## src/rtl/usb_rx_pkg.sv

```systemverilog
// Shared types and constants for the USB receive byte path.
// States, error codes and bit-level limits.
package usb_rx_pkg;

  localparam int SYNC_BITS     = 8;
  localparam int STUFF_LIMIT   = 6;
  localparam int MAX_BYTES_DEF = 1027;

  typedef enum logic [1:0] {
    ST_IDLE,
    ST_SYNC,
    ST_DATA,
    ST_DROP
  } state_t;

  typedef enum logic [2:0] {
    ERR_NONE     = 3'd0,
    ERR_SYNC     = 3'd1,
    ERR_STUFF    = 3'd2,
    ERR_ALIGN    = 3'd3,
    ERR_OVERFLOW = 3'd4,
    ERR_SOP      = 3'd5
  } err_t;

endpackage

```

## src/rtl/usb_bit_unstuffer.sv

```systemverilog
// Removes stuffed zeros after STUFF_LIMIT consecutive ones.
// A seventh consecutive one is reported as stuff_err.
module usb_bit_unstuffer
  import usb_rx_pkg::*;
(
  input  logic clk36,
  input  logic reset_n,
  input  logic clear,
  input  logic bit_in,
  input  logic bit_valid,
  output logic data_bit,
  output logic data_valid,
  output logic stuff_err
);

  logic [2:0] ones_q;
  logic       at_limit;

  assign at_limit   = (ones_q == 3'(STUFF_LIMIT));
  assign data_bit   = bit_in;
  assign data_valid = bit_valid & ~at_limit;
  assign stuff_err  = bit_valid & at_limit & bit_in;

  // clear preloads 1: the final SYNC one starts the run
  always_ff @(posedge clk36 or negedge reset_n) begin
    if (!reset_n) begin
      ones_q <= '0;
    end else if (clear) begin
      ones_q <= 3'd1;
    end else if (bit_valid) begin
      if (!bit_in)
        ones_q <= '0;
      else if (!at_limit)
        ones_q <= ones_q + 3'd1;
    end
  end

endmodule

```

## src/rtl/usb_rx_byte_assembler.sv

```systemverilog
// SYNC check, bit unstuffing and LSB-first byte assembly
// for the full-speed receive path, with packet framing.
module usb_rx_byte_assembler
  import usb_rx_pkg::*;
#(
  parameter int MAX_BYTES = MAX_BYTES_DEF
) (
  input  logic       clk36,
  input  logic       reset_n,
  input  logic       bit_out,
  input  logic       bit_valid,
  input  logic       bus_sop,
  input  logic       bus_eop,
  input  logic       bus_reset,
  output logic [7:0] byte_data,
  output logic       byte_valid,
  output logic       byte_first,
  output logic       pkt_active,
  output logic       pkt_end,
  output logic       pkt_err,
  output logic [2:0] err_code
);

  localparam int SCW = $clog2(SYNC_BITS + 1);
  localparam int BCW = $clog2(MAX_BYTES + 2);

  state_t         state, state_d;
  logic [SCW-1:0] sync_cnt, sync_cnt_d;
  logic [2:0]     bit_idx, bit_idx_d;
  logic [BCW-1:0] byte_cnt, byte_cnt_d;
  logic [7:0]     shift, shift_d;
  logic [7:0]     byte_data_d;
  logic           byte_valid_d, byte_first_d;
  logic           active_d, end_d, err_d;
  err_t           code_q, code_d;

  logic bit_in, sync_last, sync_bad, sync_done;
  logic d_bit, d_valid, stuff_err;
  logic byte_done, overflow;

  // control strobes and bus reset take priority over a bit
  assign bit_in = bit_valid & ~bus_sop & ~bus_eop & ~bus_reset;

  assign sync_last = (sync_cnt == SCW'(SYNC_BITS - 1));
  assign sync_bad  = sync_last ? ~bit_out : bit_out;
  assign sync_done = (state == ST_SYNC) & bit_in
                   & sync_last & bit_out;

  assign byte_done = d_valid & (bit_idx == 3'd7);
  assign overflow  = byte_done
                   & (byte_cnt == BCW'(MAX_BYTES));

  usb_bit_unstuffer u_unstuff (
    .clk36      (clk36),
    .reset_n    (reset_n),
    .clear      (sync_done),
    .bit_in     (bit_out),
    .bit_valid  (bit_in & (state == ST_DATA)),
    .data_bit   (d_bit),
    .data_valid (d_valid),
    .stuff_err  (stuff_err)
  );

  always_ff @(posedge clk36 or negedge reset_n) begin
    if (!reset_n) begin
      state      <= ST_IDLE;
      sync_cnt   <= '0;
      bit_idx    <= '0;
      byte_cnt   <= '0;
      shift      <= '0;
      byte_data  <= '0;
      byte_valid <= 1'b0;
      byte_first <= 1'b0;
      pkt_active <= 1'b0;
      pkt_end    <= 1'b0;
      pkt_err    <= 1'b0;
      code_q     <= ERR_NONE;
    end else begin
      state      <= state_d;
      sync_cnt   <= sync_cnt_d;
      bit_idx    <= bit_idx_d;
      byte_cnt   <= byte_cnt_d;
      shift      <= shift_d;
      byte_data  <= byte_data_d;
      byte_valid <= byte_valid_d;
      byte_first <= byte_first_d;
      pkt_active <= active_d;
      pkt_end    <= end_d;
      pkt_err    <= err_d;
      code_q     <= code_d;
    end
  end

  assign err_code = code_q;

  always_comb begin
    state_d = state;
    unique case (state)
      ST_IDLE: begin
        if (bus_sop) state_d = ST_SYNC;
      end
      ST_SYNC: begin
        if (bus_eop)
          state_d = ST_IDLE;
        else if (bus_sop)
          state_d = ST_SYNC;
        else if (bit_in && sync_bad)
          state_d = ST_DROP;
        else if (bit_in && sync_last)
          state_d = ST_DATA;
      end
      ST_DATA: begin
        if (bus_sop)
          state_d = ST_SYNC;
        else if (bus_eop)
          state_d = ST_IDLE;
        else if (stuff_err || overflow)
          state_d = ST_DROP;
      end
      ST_DROP: begin
        if (bus_eop)
          state_d = ST_IDLE;
        else if (bus_sop)
          state_d = ST_SYNC;
      end
    endcase
    if (bus_reset) state_d = ST_IDLE;
  end

  always_comb begin
    sync_cnt_d   = sync_cnt;
    bit_idx_d    = bit_idx;
    byte_cnt_d   = byte_cnt;
    shift_d      = shift;
    byte_data_d  = '0;
    byte_valid_d = 1'b0;
    byte_first_d = 1'b0;
    active_d     = pkt_active;
    end_d        = 1'b0;
    err_d        = 1'b0;
    code_d       = code_q;
    unique case (state)
      ST_IDLE, ST_DROP: begin
        if (bus_sop) sync_cnt_d = '0;
      end
      ST_SYNC: begin
        if (bus_sop) begin
          sync_cnt_d = '0;
        end else if (bit_in) begin
          sync_cnt_d = sync_cnt + SCW'(1);
          if (sync_bad) begin
            code_d = ERR_SYNC;
          end else if (sync_last) begin
            active_d   = 1'b1;
            code_d     = ERR_NONE;
            bit_idx_d  = '0;
            byte_cnt_d = '0;
            shift_d    = '0;
          end
        end
      end
      ST_DATA: begin
        if (bus_sop) begin
          end_d      = 1'b1;
          err_d      = 1'b1;
          code_d     = ERR_SOP;
          active_d   = 1'b0;
          sync_cnt_d = '0;
        end else if (bus_eop) begin
          end_d    = 1'b1;
          active_d = 1'b0;
          if (bit_idx != 3'd0 || byte_cnt == '0) begin
            err_d  = 1'b1;
            code_d = ERR_ALIGN;
          end
        end else if (stuff_err) begin
          end_d    = 1'b1;
          err_d    = 1'b1;
          code_d   = ERR_STUFF;
          active_d = 1'b0;
        end else if (d_valid) begin
          shift_d   = {d_bit, shift[7:1]};
          bit_idx_d = bit_idx + 3'd1;
          if (overflow) begin
            end_d    = 1'b1;
            err_d    = 1'b1;
            code_d   = ERR_OVERFLOW;
            active_d = 1'b0;
          end else if (byte_done) begin
            byte_valid_d = 1'b1;
            byte_data_d  = shift_d;
            byte_first_d = (byte_cnt == '0);
            byte_cnt_d   = byte_cnt + BCW'(1);
          end
        end
      end
    endcase
    if (bus_reset) begin
      sync_cnt_d   = '0;
      byte_data_d  = '0;
      byte_valid_d = 1'b0;
      byte_first_d = 1'b0;
      active_d     = 1'b0;
      end_d        = 1'b0;
      err_d        = 1'b0;
    end
  end

endmodule

```

## config.mk

```make
export PLATFORM = sky130hd
export DESIGN_NAME = usb_rx_byte_assembler
export DESIGN_NICKNAME = d
export VERILOG_FILES = /design/src/rtl/usb_rx_pkg.sv /design/src/rtl/usb_bit_unstuffer.sv /design/src/rtl/usb_rx_byte_assembler.sv
export SDC_FILE = /design/constraint.sdc
export NUM_CORES = 1
export LEC_CHECK = 0
export BUFFER_PORTS_ARGS = -buffer_cell sky130_fd_sc_hd__buf_2
export CAP_MARGIN = 20
export CORE_UTILIZATION = 50
export CTS_BUF_LIST = sky130_fd_sc_hd__clkbuf_16
export DETAILED_ROUTE_END_ITERATION = 6
export PLACE_DENSITY = 0.78
export SYNTH_ARGS = -nofsm -noshare
export SYNTH_HDL_FRONTEND = slang
export SYNTH_SLANG_ARGS = --single-unit
```

## constraint.sdc

```tcl
create_clock -name clk36 -period 4.4 [get_ports clk36]
set_input_delay 0.22 -clock clk36 [delete_from_list [all_inputs] [get_ports clk36]]
set_output_delay 0.22 -clock clk36 [all_outputs]
set_load 0.01 [all_outputs]
```

==> Word level (Yosys, flattened, before mapping) <==
Index checks and enable logic that the tools add are counted.
{ "word_totals": {"reg_bits": 47} }
{ "classes": {"n_addsub": 4, "n_eq_ne": 32, "n_mux": 107, "bitwise": 17, "n_reduce_logical": 18} }
{ "op_table": {"columns": ["cell", "n"], "rows": [
  ["8-bit 2-to-1 mux", 16],
  ["11-bit 2-to-1 mux", 10],
  ["3-bit 2-to-1 mux", 21],
  ["1-bit 2-to-1 mux", 39],
  ["11-bit case mux with 2 select lines", 1],
  ["2-bit 2-to-1 mux", 10],
  ["2-bit != test (second input constant)", 10],
  ["3-bit != test (second input constant)", 6],
  ["4-bit 2-to-1 mux", 4],
  ["8-bit case mux with 2 select lines", 1],
  ["7-bit AND reduction", 2],
  ["1-bit AND", 12],
  ["6-bit != test (second input constant)", 2],
  ["3-bit case mux with 2 select lines", 2],
  ["11-bit by 1-bit adder with 11-bit output (second input constant)", 1],
  ["11-bit equality test (second input constant)", 1],
  ["11-bit logical NOT", 1],
  ["11-bit AND reduction", 1],
  ["5-bit != test (second input constant)", 2],
  ["9-bit AND reduction", 1],
  ["2-bit case mux with 4 select lines", 1],
  ["4-bit case mux with 2 select lines", 1],
  ["3-bit by 1-bit adder with 3-bit output (second input constant)", 2],
  ["3-bit equality test (second input constant)", 2],
  ["18 further kinds", 29]
]} }

==> Longest topological paths before layout <==
Gate-level depths: netlist of the first run.
{ "logic_depth": {"depth_word": 15, "depth_mapped": 8, "depth_no_buf": 8} }

==> By module <==
Synthesis of the first run repeated with hierarchy kept, for this count alone.
{ "hier_totals": {"hier_cells": 238, "hier_area_um2": 2368.5} }
{ "modules_own_cells": {"columns": ["mod", "instances", "cells_each", "area_per_inst_um2", "seq_area_each_um2"], "rows": [
  ["usb_rx_byte_assembler", 1, 215, 2162.1, 1076.0],
  ["usb_bit_unstuffer", 1, 23, 206.4, 75.1]
]} }

==> Worst setup path before layout of the first run <==
No wires, ideal clock.
{ "synth_path": {"path_kind": "reg-to-reg", "start": "reg sync_cnt[0]", "end": "reg byte_cnt[0]", "setup_ns": 0.125, "t_arrival_ns": 2.148, "t_required_ns": 4.275, "setup_slack_ns": 2.127, "path_stages_with_launch": 8, "cell_sequence": "dfrtp_1 -> ha_1 -> nand3b_1 -> ha_1 -> or4_1 -> o21ai_0 -> o21ai_0 -> mux2_2"} }
{ "synth_via": {"elab_chain_len": 4, "word_cells_on_any_way": 5, "cone_classes": "3 x eq/ne; 1 x mux; 1 x reduce/logical"} }
{ "synth_lines": {"columns": ["item", "line", "text"], "rows": [
  ["from (decl)", "usb_rx_byte_assembler.sv:28", "logic [SCW-1:0] sync_cnt, sync_cnt_d;"],
  ["from (signal assigned)", "usb_rx_byte_assembler.sv:80", "sync_cnt <= sync_cnt_d;"],
  ["4-bit by 3-bit equality test with 1-bit output (*)", "usb_rx_byte_assembler.sv:44", "assign sync_last = (sync_cnt == SCW'(SYNC_BITS - 1));"],
  ["1-bit 2-to-1 mux", "usb_rx_byte_assembler.sv:45", "assign sync_bad = sync_last ? ~bit_out : bit_out;"],
  ["2-bit != test (no line)", null, null],
  ["11-bit AND reduction (no line) (*)", null, null],
  ["to (signal assigned)", "usb_rx_byte_assembler.sv:82", "byte_cnt <= byte_cnt_d;"],
  ["to (decl)", "usb_rx_byte_assembler.sv:30", "logic [BCW-1:0] byte_cnt, byte_cnt_d;"]
]} }
Mark *: on every way between the ends. The rest lies on a longest branch, timed or not.
A chain may end at the register's enable or synchronous reset.

==> Final worst setup path of the first run <==
Same ends and word-level chain as after synthesis.

==> results.toml, run 1 <==
[status]
status = "finished, violations left"
violations = "design-rule violations"

[critical_path]
criticalPathCategory = "reg -> reg"
rr_endpoint = "byte_cnt[0]"
r2r_cells = 7
crit_arrival_ns = 2.85
path_max_fanout = 12
worstReg2RegStart = "sync_cnt[0]"
crit_path_end_kind = "register"
startpoint_type = "register"
rrSetupSlack_ns = 1.72
crit_required_ns = 4.57

[cells_and_area]
drive_gt1_share_pct = 15.6
postLayoutCoreUtil_pct = 61.4
nets = 278
fin_cells = 315
area_growth_pct = 14.2
antenna_cells = 0
final_common_cell = "dfrtp_1"
fillers = 364
final_cell_mix = "dfrtp_1, nand2_1, buf_2"
final-seq-area_um2 = 1150
multi_input_area_um2 = 1170

[route]
viasPerCell = 6.04
num_vias = 1903
drtIter0Drc = 117
detail-route-antenna-nets = 0
wl_per_cell_um = 15.6
first_pass_iters = 6
wirelength_mm = 4.92
drc_errors = 2

[clocking]
cts_tree = "done"
clock_path_buffers = 2
clock_latency_ns = 0.29
cts-root-buf = "clkbuf_16"
cts_made_buffers = 5
cts_htree_levels = 2
cts.reportedPaths.clkPinSlew_ns = 0.06
cts_resized = 0
clkSinkCount = 46

[logic_synthesis]
netlist.area_leader.share_pct = 47.9
synth_cell_types = 51
synthTopCellsByArea = "dfrtp_1, nand2_1, ha_1"
yosysWarningCount = 0
synthCells = 241
syn-cell-area_um2 = 2400
synth_edf_count = 0
syn_nets = 257
synthFlopType = "dfrtp_1"
synth-seq-area-share_pct = 47.9
async_reset_ff_share_pct = 100
yosysTopAreaCell = "dfrtp_1"
syn_avg_cell_area_um2 = 9.97
synth-seq-cells = 46

[hold_path]
worstHoldStart = "bit_out"
min_to = "u_unstuff.ones_q[2]"
min_path_type = "in -> reg"
min_path_cells = 2

[timing]
tightest_slew_ns = 1.12
fin_ws_ns = 1.72
post-route-period-util_pct = 60.8
relSlewSlack_pct = 23.2
final.setup.tns_ns = 0
fin_skew_ns = 0.00568
final-max-slew-violation-count = 0
fin_crit_ns = 2.68
fmax_mhz = 374
finalHoldViolCount = 0
setup_viol = 0
grt_setup_unrepaired = "false"

[power_and_ir_drop]
ir_worst_vdd_mv = 0.190
leakage_nw = 1.27
p_per_area_nw_per_um2 = 335
power_mw = 0.919

[global_route]
grt_max_degree = 47
grt_overflow = 0
grt_usage_pct = 21.1
antenna_found_initial = 0
grt_pass1_vias = 1821
grt_pass1_wl_mm = 8.36

[floorplan]
core_um2 = 4470
die_w_um = 71.3
die_y_um = 71.3
ios = 23
start_util_pct = 53.7
row_count = 24
die_area_um2 = 5090

[placed_design]
place_congestion = 0.828
port_buffers = 22
dp_hpwl_mm = 3.34
place_ws_ns = 1.75
place_inst = 305

[job]
cap_violations = 0
per-stage QoR:
step                cell area (um2)  hold slack, ns
finish                         2750           0.222
detailed placement             2540           0.443
global route                   2750           0.242
floorplan                      2400         -0.0756
global placement               2540           0.444
CTS                            2710           0.140
cell type report:
class	instances	area share, %
Inverter	8	1.09
Clock buffer	5	4.56
Multi-Input combinational cell	176	42.8
Sequential cell	46	41.9
Clock inverter	3	1.64
Timing Repair Buffer	25	5.65
Tap cell	52	2.37
cell families after synthesis:
logic type,count (synthesis),share of synthesized area (%)
AOI/OAI and AO/OA,52,15.1
xor gates and xnor gates,3,1.09
adders and majority gates,9,4.69
buffers and inverters,19,3.28
DFF,46,47.9
muxes,9,3.80
and+or+nand+nor,103,24.1
worst max-delay path, cell delays in order, from the launching register on:
cell and delay [ns]:
dfrtp_1 0.39, ha_1 0.19, nand3b_1 0.20, ha_1 0.40, or4_1 0.74, o21ai_0 0.20
o21ai_0 0.16, mux2_2 0.29
state kept, by name (all words and copies together), names as in the netlist:
| register | count |
|---|---|
| sync_cnt | 4 |
| bit_idx | 3 |
| pkt_err | 1 |
| byte_data | 8 |
| err_code | 3 |
| pkt_active | 1 |
| byte_valid | 1 |
| pkt_end | 1 |
| shift | 7 |
| state | 2 |
| u_unstuff.ones_q | 3 |
| byte_cnt | 11 |
| byte_first | 1 |
worst max path at each step:
| stage | from | endpoint | slack, ns | cells past startpoint |
|---|---|---|---|---|
| after floorplan | sync_cnt[0] | byte_cnt[0] | 2.13 | 7 |
| after global placement | sync_cnt[0] | byte_cnt[0] | 1.80 | 7 |
| after detailed placement | sync_cnt[0] | byte_cnt[0] | 1.75 | 7 |
| after CTS | sync_cnt[0] | byte_cnt[0] | 1.73 | 7 |
| after global routing | sync_cnt[0] | byte_cnt[0] | 1.59 | 7 |
| final | sync_cnt[0] | byte_cnt[0] | 1.72 | 7 |
cell usage after synthesis (all sizes together), types with 2 or more instances:
cell type and number:
a22o 4, o21ai 14, a21boi 3, nor2b 3, and4 3, o211ai 2
nand3b 2, and3 9, o31ai 3, dfrtp 46, o221ai 2, clkbuf 9
mux2i 8, nand4 7, or4 2, nand2b 8, xor2 2, nor3 11
nor4b 2, ha 9, nor4 5, buf 2, nor2 10, nand2 31
and2 2, a31oi 2, nand3 3, a211oi 2, inv 8, o21a 2
a21oi 7, a221oi 3
what timing repair did:
item	4_1_cts	5_1_grt
setup buffers	0	0
hold buffers	0	1
endpoints found under the hold margin	0	22
metal layers:
metal	GRT usage [%]	part of all wire, %
met5	0	0
met4	9.33	1.3
met3	3.66	5.3
met2	34.1	49
met1	28.0	45
power breakdown:
group	leakage (nW)	internal, mW	switching [mW]	total, mW
clock network	0.0760	0.268	0.159	0.426
registers	0.632	0.431	0.00746	0.439
logic	0.560	0.0205	0.0337	0.0541
total	1.27	0.719	0.200	0.919
No activity file was read; power rests on OpenSTA's default activity.
==> run 2: changes to the inputs <==
--- a/config.mk
+++ b/config.mk
@@ -10,7 +10,7 @@
 export CORE_UTILIZATION = 50
 export CTS_BUF_LIST = sky130_fd_sc_hd__clkbuf_16
 export DETAILED_ROUTE_END_ITERATION = 6
-export PLACE_DENSITY = 0.78
+export PLACE_DENSITY = 0.81
 export SYNTH_ARGS = -nofsm -noshare
 export SYNTH_HDL_FRONTEND = slang
 export SYNTH_SLANG_ARGS = --single-unit
==> constraint.sdc (replaced) <==
create_clock -name clk36 -period 2.1 [get_ports clk36]
set_input_delay 0.105 -clock clk36 [delete_from_list [all_inputs] [get_ports clk36]]
set_output_delay 0.105 -clock clk36 [all_outputs]
set_load 0.01 [all_outputs]
==> run 2 against run 1 <==
  * The run ends with design-rule violations, negative setup slack left
  * Utilization up 6.7 points
  * Sequential share of layout area down 4.1 points
  * Setup slack worse by 1.7 ns
  * Critical path type unchanged
  * Largest cell class unchanged
  * Largest power group unchanged
==> results.toml, run 2 (synthesized netlist as in run 1, its figures left out) <==
[route]
num_vias = 2046
detail-route-antenna-nets = 0
drtIter0Drc = 146
wl_per_cell_um = 16.1
first_pass_iters = 6
viasPerCell = 5.91
wirelength_mm = 5.55
drc_errors = 3

[timing]
tightest_slew_ns = 0.427
setup_viol = 2
final.setup.tns_ns = -0.0384
fin_crit_ns = 2.13
fin_skew_ns = 0.00864
finalHoldViolCount = 0
fin_ws_ns = -0.0259
final-max-slew-violation-count = 0
relSlewSlack_pct = 71.5
grt_setup_unrepaired = "true"
post-route-period-util_pct = 101
fmax_mhz = 470

[power_and_ir_drop]
p_per_area_nw_per_um2 = 605
ir_worst_vdd_mv = 0.319
leakage_nw = 1.43

[critical_path]
rr_endpoint = "byte_cnt[0]"
worstReg2RegStart = "sync_cnt[1]"
cp_slowest_cell = "or4_4"
max_stage_delay_ns = 0.49
critPathLaunch = "sync_cnt[1]"
path_depth = 8
crit_path_end = "byte_cnt[0]"
crit_top_cell = "o21ai_2"
rrSetupSlack_ns = -0.03
crit_family = "simple AND/OR/NAND/NOR gates"
crit_path_end_kind = "register"
path_max_fanout = 3
criticalPathCategory = "reg -> reg"
r2r_cells = 8
crit_arrival_ns = 2.30
cp_cell_sequence = "ha_2, nand3b_1, ha_4, buf_4, or4_4, o21ai_2, o21ai_2, mux2_2"
startpoint_type = "register"
crit_required_ns = 2.27
path_buf_inv = 1

[cells_and_area]
top_regs = "byte_cnt (11), byte_data (8), shift (7)"
postLayoutCellArea_um2 = 3040
final_cell_mix = "dfrtp_1, buf_4, nand2_1"
final-seq-area_um2 = 1150
antenna_cells = 0
multi_input_area_um2 = 1270
fillers = 325
drive_gt1_share_pct = 29.9
postLayoutCoreUtil_pct = 68.0
final_common_cell = "dfrtp_1"
largest_reg_flops = 11
area_growth_pct = 26.6
nets = 309
top_register = "byte_cnt"

[floorplan]
die_area_um2 = 5090
row_count = 24
core_um2 = 4470
ios = 23
die_y_um = 71.3
start_util_pct = 53.7
die_w_um = 71.3

[status]
status = "finished, violations left"
violations = "design-rule violations, negative setup slack"

[clocking]
cts.reportedPaths.clkPinSlew_ns = 0.06
clkSinkCount = 46
cts_htree_levels = 2
clock_path_buffers = 2
clock_latency_ns = 0.29
cts-root-buf = "clkbuf_16"
cts_tree = "done"
cts_made_buffers = 5

[hold_path]
min_path_type = "in -> reg"
worstHoldStart = "bit_out"

[global_route]
grt_pass1_vias = 2022
antenna_found_initial = 0
grt_pass1_wl_mm = 9.58
grt_usage_pct = 24.0
grt_overflow = 0
grt_max_degree = 26

[placed_design]
port_buffers = 22
dp_hpwl_mm = 3.86
place_ws_ns = -0.0114
placed_area_um2 = 2780
place_congestion = 0.870

[job]
cap_violations = 0
run 2: worst register-to-register path, stage by stage (launching register included):
cell      delay [ns]
dfrtp_1         0.38
ha_2            0.19
nand3b_1        0.14
ha_4            0.23
buf_4           0.13
or4_4           0.49
o21ai_2         0.10
o21ai_2         0.09
mux2_2          0.27
run 2: layout make-up:
cell class / count / area share (%)
Timing Repair Buffer: 56 / 12.5
Inverter: 8 / 0.987
Clock inverter: 3 / 0.822
Multi-Input combinational cell: 176 / 41.6
Tap cell: 52 / 2.14
Clock buffer: 5 / 4.11
Sequential cell: 46 / 37.8
run 2: routing by layer:
metal | track usage [%] | share of wire [%] | vias to the layer above
met5 | 0 | 0 | -
met4 | 8.00 | 0.95 | 0
met3 | 4.22 | 4.2 | 6
met2 | 40.7 | 49 | 59
met1 | 31.3 | 45 | 995
li1 | - | - | 986
run 2: worst min-delay path by stage:
stage	to	slack [ns]	cells past startpoint
2_1_floorplan	bit_idx[0]	-0.19	0
3_3_place_gp	byte_data[4]	-0.09	1
3_5_place_dp	byte_data[4]	-0.09	1
4_1_cts	u_unstuff.ones_q[2]	0.08	2
5_1_grt	u_unstuff.ones_q[2]	0.12	2
6_report	u_unstuff.ones_q[2]	0.09	2
run 2: report_power, final:
part	total (mW)	switching [mW]	internal [mW]
Combinational	0.131	0.0778	0.0529
Clock	0.790	0.343	0.447
Sequential	0.920	0.0162	0.904
Total	1.84	0.437	1.40
run 2: timing repair:
item / 4_1_cts / 5_1_grt
setup buffers: 3 / 1
pin swaps: 3 / 2
gates cloned: 0 / 0
hold endpoints to repair: 46 / 0
hold buffers: 1 / 0
setup endpoints to repair: 2 / 22
gates resized for setup: 6 / 14
run 2: metrics by stage:
stage	power [mW]	hold slack [ns]	std cells
after floorplan	0.993	-0.191	241
after global placement	1.06	-0.0877	333
after detailed placement	1.06	-0.0866	333
after CTS	1.84	0.0820	345
after global routing	1.90	0.117	346
final	1.84	0.0860	346
